==> config.mk <==
export PLATFORM = sky130hd
export DESIGN_NAME = load_store_unit
export DESIGN_NICKNAME = d
export VERILOG_FILES = /design/src/rtl/lsu_pkg.sv /design/src/rtl/byte_lane_align.sv /design/src/rtl/load_store_unit.sv
export SDC_FILE = /design/constraint.sdc
export NUM_CORES = 1
export LEC_CHECK = 0
export BUFFER_PORTS_ARGS = -buffer_cell sky130_fd_sc_hd__buf_2
export CAP_MARGIN = 10
export CORE_AREA = 2 2 186 188
export CTS_CLUSTER_SIZE = 40
export DETAILED_ROUTE_END_ITERATION = 16
export DIE_AREA = 0 0 188 190
export HOLD_SLACK_MARGIN = 0.06
export PLACE_DENSITY = 0.74
export SKIP_CTS_REPAIR_TIMING = 1
export SYNTH_ARGS = -nofsm -noshare
export SYNTH_HDL_FRONTEND = slang
export SYNTH_HIERARCHICAL = 1
export SYNTH_SLANG_ARGS = --single-unit
==> constraint.sdc <==
create_clock -name clock -period 2.1 [get_ports clock]
set_input_delay 0.42 -clock clock [delete_from_list [all_inputs] [get_ports clock]]
set_output_delay 0.42 -clock clock [all_outputs]
set_load 0.1 [all_outputs]
==> src/rtl/lsu_pkg.sv <==
// Shared definitions for the load/store unit: datapath width, size encodings, FSM states.
package lsu_pkg;

  localparam int unsigned N          = 64;
  localparam int unsigned WORD_BYTES = 8;
  localparam int unsigned OFF_W      = 3;

  localparam logic [1:0] SIZE_B = 2'd0;
  localparam logic [1:0] SIZE_H = 2'd1;
  localparam logic [1:0] SIZE_W = 2'd2;
  localparam logic [1:0] SIZE_D = 2'd3;

  typedef enum logic [2:0] {
    ST_IDLE,
    ST_READ,
    ST_WAIT,
    ST_WRITE,
    ST_RESP
  } state_e;

  // Right-justified byte mask covering an access of the given size.
  function automatic logic [N-1:0] size_mask(input logic [1:0] size);
    logic [N-1:0] m;
    case (size)
      SIZE_B:  m = N'(64'h0000_0000_0000_00FF);
      SIZE_H:  m = N'(64'h0000_0000_0000_FFFF);
      SIZE_W:  m = N'(64'h0000_0000_FFFF_FFFF);
      default: m = N'(64'hFFFF_FFFF_FFFF_FFFF);
    endcase
    return m;
  endfunction

endpackage

==> src/rtl/byte_lane_align.sv <==
// Byte-lane steering for the LSU: load extract/extend, store merge, and alignment check.
module byte_lane_align
  import lsu_pkg::*;
(
  input  logic [1:0]       chk_size,
  input  logic [OFF_W-1:0] chk_offset,
  output logic             misaligned_c,
  input  logic [1:0]       size,
  input  logic             sign_ext,
  input  logic [OFF_W-1:0] offset,
  input  logic [N-1:0]     rdata,
  input  logic [N-1:0]     wdata,
  output logic [N-1:0]     load_data_c,
  output logic [N-1:0]     merge_data_c
);

  logic [5:0]   shamt;
  logic [N-1:0] lane;
  logic [N-1:0] mask;

  // Misaligned when any offset bit below the access size is set.
  always_comb begin
    misaligned_c = 1'b0;
    case (chk_size)
      SIZE_B:  misaligned_c = 1'b0;
      SIZE_H:  misaligned_c = chk_offset[0];
      SIZE_W:  misaligned_c = |chk_offset[1:0];
      default: misaligned_c = |chk_offset;
    endcase
  end

  always_comb begin
    shamt       = {offset, 3'b000};
    lane        = rdata >> shamt;
    load_data_c = lane;
    case (size)
      SIZE_B:  load_data_c = {{(N-8){sign_ext & lane[7]}}, lane[7:0]};
      SIZE_H:  load_data_c = {{(N-16){sign_ext & lane[15]}}, lane[15:0]};
      SIZE_W:  load_data_c = {{(N-32){sign_ext & lane[31]}}, lane[31:0]};
      default: load_data_c = lane;
    endcase
    // Little-endian merge: new bytes replace lane offset, the rest keep memory contents.
    mask         = size_mask(size) << shamt;
    merge_data_c = (rdata & ~mask) | ((wdata << shamt) & mask);
  end

endmodule

==> src/rtl/load_store_unit.sv <==
// Data-memory initiator: one load/store at a time, sub-word stores via read-modify-write.
module load_store_unit
  import lsu_pkg::*;
(
  input  logic         clock,
  input  logic         reset_n,
  input  logic         req_valid,
  output logic         req_ready,
  input  logic         req_write,
  input  logic [1:0]   req_size,
  input  logic         req_signed,
  input  logic [N-1:0] req_address,
  input  logic [N-1:0] req_wdata,
  output logic         resp_valid,
  output logic [N-1:0] resp_data,
  output logic         resp_fault,
  output logic         mem_read,
  output logic         mem_write,
  output logic [N-1:0] mem_address,
  output logic [N-1:0] mem_wdata,
  input  logic [N-1:0] mem_rdata
);

  state_e       state_q, state_d;
  logic [N-1:0] addr_q, addr_d;
  logic [1:0]   size_q, size_d;
  logic         sign_q, sign_d;
  logic         write_q, write_d;
  logic [N-1:0] wdata_q, wdata_d;
  logic [N-1:0] resp_data_q, resp_data_d;
  logic         resp_fault_q, resp_fault_d;
  logic [N-1:0] mem_wdata_q, mem_wdata_d;

  logic         misaligned_c;
  logic [N-1:0] load_data_c;
  logic [N-1:0] merge_data_c;

  byte_lane_align u_align (
    .chk_size     (req_size),
    .chk_offset   (req_address[OFF_W-1:0]),
    .misaligned_c (misaligned_c),
    .size         (size_q),
    .sign_ext     (sign_q),
    .offset       (addr_q[OFF_W-1:0]),
    .rdata        (mem_rdata),
    .wdata        (wdata_q),
    .load_data_c  (load_data_c),
    .merge_data_c (merge_data_c)
  );

  always_ff @(posedge clock) begin
    if (!reset_n) begin
      state_q      <= ST_IDLE;
      addr_q       <= '0;
      size_q       <= '0;
      sign_q       <= 1'b0;
      write_q      <= 1'b0;
      wdata_q      <= '0;
      resp_data_q  <= '0;
      resp_fault_q <= 1'b0;
      mem_wdata_q  <= '0;
    end else begin
      state_q      <= state_d;
      addr_q       <= addr_d;
      size_q       <= size_d;
      sign_q       <= sign_d;
      write_q      <= write_d;
      wdata_q      <= wdata_d;
      resp_data_q  <= resp_data_d;
      resp_fault_q <= resp_fault_d;
      mem_wdata_q  <= mem_wdata_d;
    end
  end

  always_comb begin
    state_d      = state_q;
    addr_d       = addr_q;
    size_d       = size_q;
    sign_d       = sign_q;
    write_d      = write_q;
    wdata_d      = wdata_q;
    resp_data_d  = resp_data_q;
    resp_fault_d = resp_fault_q;
    mem_wdata_d  = mem_wdata_q;
    case (state_q)
      ST_IDLE: begin
        if (req_valid) begin
          addr_d       = req_address;
          size_d       = req_size;
          sign_d       = req_signed;
          write_d      = req_write;
          wdata_d      = req_wdata;
          resp_data_d  = '0;
          resp_fault_d = 1'b0;
          if (misaligned_c) begin
            resp_fault_d = 1'b1;
            state_d      = ST_RESP;
          end else if (req_write && (req_size == SIZE_D)) begin
            mem_wdata_d = req_wdata;
            state_d     = ST_WRITE;
          end else begin
            state_d = ST_READ;
          end
        end
      end
      ST_READ: state_d = ST_WAIT;
      // Read data arrives here: finish a load or build the merged store word.
      ST_WAIT: begin
        if (write_q) begin
          mem_wdata_d = merge_data_c;
          state_d     = ST_WRITE;
        end else begin
          resp_data_d = load_data_c;
          state_d     = ST_RESP;
        end
      end
      ST_WRITE: state_d = ST_RESP;
      ST_RESP:  state_d = ST_IDLE;
      default:  state_d = ST_IDLE;
    endcase
  end

  assign req_ready   = (state_q == ST_IDLE);
  assign mem_read    = (state_q == ST_READ);
  assign mem_write   = (state_q == ST_WRITE);
  assign resp_valid  = (state_q == ST_RESP);
  assign resp_data   = resp_data_q;
  assign resp_fault  = resp_fault_q;
  assign mem_address = {3'b000, addr_q[N-1:OFF_W]};
  assign mem_wdata   = mem_wdata_q;

endmodule

==> metrics.csv <==
metric;value;unit
outcome;complete, but fails checks;
violations;negative setup slack;
drt-pass1-iter-count;6;
synth_cells;1891;
path_clk_slew;70;ps
core_area;33900;µm²
layout_commonest_cell;nand2_1;
drt-initial-drc-count;1318;
final_core_utilization;0.616;
final-setup-viol-count;6;
overflow;0;
fillers;2984;
synthesis.area;16300;µm²
antenna_found_initial;2;
clockBufferDepth;3;
slew_headroom;0.533;
place.gp.congestion;1.03;
hold_path_class;primary input to register;
r2r_end;mem_wdata[53]$_SDFFE_PN0P_;
worst_slew_pin_slew;700;ps
endpoint;mem_wdata[53]$_SDFFE_PN0P_;
period_share;1.02;
die_y;190;µm
synth-seq-cells;264;
timing.final.crit_period;2130;ps
drv_slew;0;
cts_tree;built;
wl_per_cell;22.4;µm
rows;68;
max_cap_violations;0;
cp-startpoint;addr_q[0]$_SDFFE_PN0P_;
synth_seq_area_share;0.324;
io_pins;396;
fin_skew;13.3;ps
die_area;35700;µm²
p_leak;0.00964;µW
rrSetupSlack;-30;ps
yosysUniqueCellTypes;62;
power_density;765;nW/µm²
ys_async_sr_fraction;0;
via_per_inst;5.69;
rsz0062_at_grt;yes;
grt_pass1_vias;14900;
drc_errors;0;
clock_latency;580;ps
finalWirelength;62000;µm
grt_pass1_wl;90900;µm
clockRootBuffer;clkbuf_16;
initial_core_util;0.480;
fmax;469;MHz
fin_ws;-33.7;ps
postRouteAntennaNets;0;
dpl.hpwl;47500;µm
pre_cts_ws;-129;ps
clock_sinks;264;
cp_data_arrival_time;2650;ps
synth-edff-count;0;
nets;2489;
grt_max_degree;107;
r2r-start;addr_q[0]$_SDFFE_PN0P_;
yosys_warnings;6;
cts_made_buffers;30;
port-buffer-count;392;
crit_fanout;5;
avgSynthCellArea;8.62;µm²
crit_type;register to register;
drive_gt1_frac;0.363;
syn2layout_area_growth;28.3;%
cp-start-kind;register;
finalHoldViolations;0;
ys.flop_type;dfxtp_1;
r2r_cells;10;
hp-start;req_address[5];
cp_data_required_time;2620;ps
layout_common_cells;nand2_1, buf_2, dfxtp_1;
vias;15800;
grtUsageTotal;0.330;
vdd_drop_max;0.000647;V
die_w;188;µm
cts_htree_levels;1;
endpoint_kind;register;
## worst max-delay path, stage by stage (launching register included)
cell and delay, ps:
dfxtp_4 390, buf_8 150, buf_6 120, buf_6 110
mux2i_2 150, buf_4 140, mux4_2 490, mux2i_2 220
mux2i_1 110, nand2_1 60, o211a_1 140
## logic make-up (layout without fill, tap and decap cells)
group,Yosys count,after routing,share of synthesized area
muxes,247,247,0.177
and+or+nand+nor,727,727,0.197
AOI/OAI and AO/OA,403,403,0.191
buffers and inverters,249,670,0.111
DFF,264,264,0.324
other,1,4,0.000230
## layer usage
layer | part of all wire | global-route usage | vias to the layer above
met5 | 0 | 0 | -
met4 | 0.045 | 0.132 | 0
met3 | 0.068 | 0.0398 | 137
met2 | 0.47 | 0.557 | 756
met1 | 0.42 | 0.431 | 7576
li1 | - | - | 7300
## registers in the layout (all words and copies together), names as in the netlist
signal and cells:
addr_q 64, mem_wdata 64, resp_data 64, resp_fault 1, sign_q 1, size_q 2
state_q 3, wdata_q 64, write_q 1
## synthesized netlist by cell type, drive strengths merged (2+ instances only)
cell / n / area share
mux4: 29 / 0.040
nor2: 56 / 0.013
a21oi: 29 / 0.0089
and2: 4 / 0.0015
mux2: 36 / 0.025
nand2b: 12 / 0.0046
o2111ai: 7 / 0.0038
o211ai: 18 / 0.013
nor3b: 3 / 0.0028
buf: 191 / 0.098
a31oi: 22 / 0.0084
dfxtp: 264 / 0.32
o311ai: 2 / 0.0022
nor3: 8 / 0.0038
o21a: 2 / 0.00092
nand4: 25 / 0.019
a221o: 2 / 0.0012
mux2i: 182 / 0.11
inv: 15 / 0.0035
nand3b: 2 / 0.00092
o21ai: 49 / 0.015
nand2: 534 / 0.12
nor2b: 3 / 0.0012
clkbuf: 42 / 0.0097
o22ai: 3 / 0.0020
a21boi: 198 / 0.091
o211a: 64 / 0.039
nand3: 71 / 0.022
and3: 4 / 0.0015
## how the worst min path moves through the flow
stage                              endpoint  slack, ps  depth (start not counted)
finish               addr_q[5]$_SDFFE_PN0P_         80                          3
global route        addr_q[15]$_SDFFE_PN0P_         80                          3
CTS                 addr_q[18]$_SDFFE_PN0P_         60                          3
detailed placement  addr_q[28]$_SDFFE_PN0P_        440                          2
global placement    addr_q[27]$_SDFFE_PN0P_        440                          2
floorplan            size_q[0]$_SDFFE_PN0P_        430                          2
## stage by stage
step                      power [µW]  area, µm²  cells  TNS, ps  hold WS [ps]
after floorplan                 8480      16300   1893        0           434
after global placement          9810      19000   2691     -458           437
after detailed placement        9830      19000   2691    -1040           445
after CTS                      15800      20100   2747    -3490          58.4
after global routing           16500      20900   2770    -2040          79.4
final                          16000      20900   2770    -61.9          80.0
## where the power goes
part / total, µW / switching (µW) / internal (µW)
Sequential: 5470 / 231 / 5240
Clock: 5980 / 2290 / 3690
Combinational: 4540 / 2930 / 1620
Total: 16000 / 5450 / 10600
## final cells by class
class                   instances  area (µm²)  area share
inverters                      16        68.8     0.00329
well taps                     455         569      0.0272
clock buffers                  37         827      0.0396
diodes                          1        2.50    0.000120
flip-flops and latches        264        5310       0.254
multi-input cells            1380        9640       0.461
clock inverters                19         323      0.0154
repair buffers                598        4170       0.199
No activity file was read; power rests on OpenSTA's default activity.
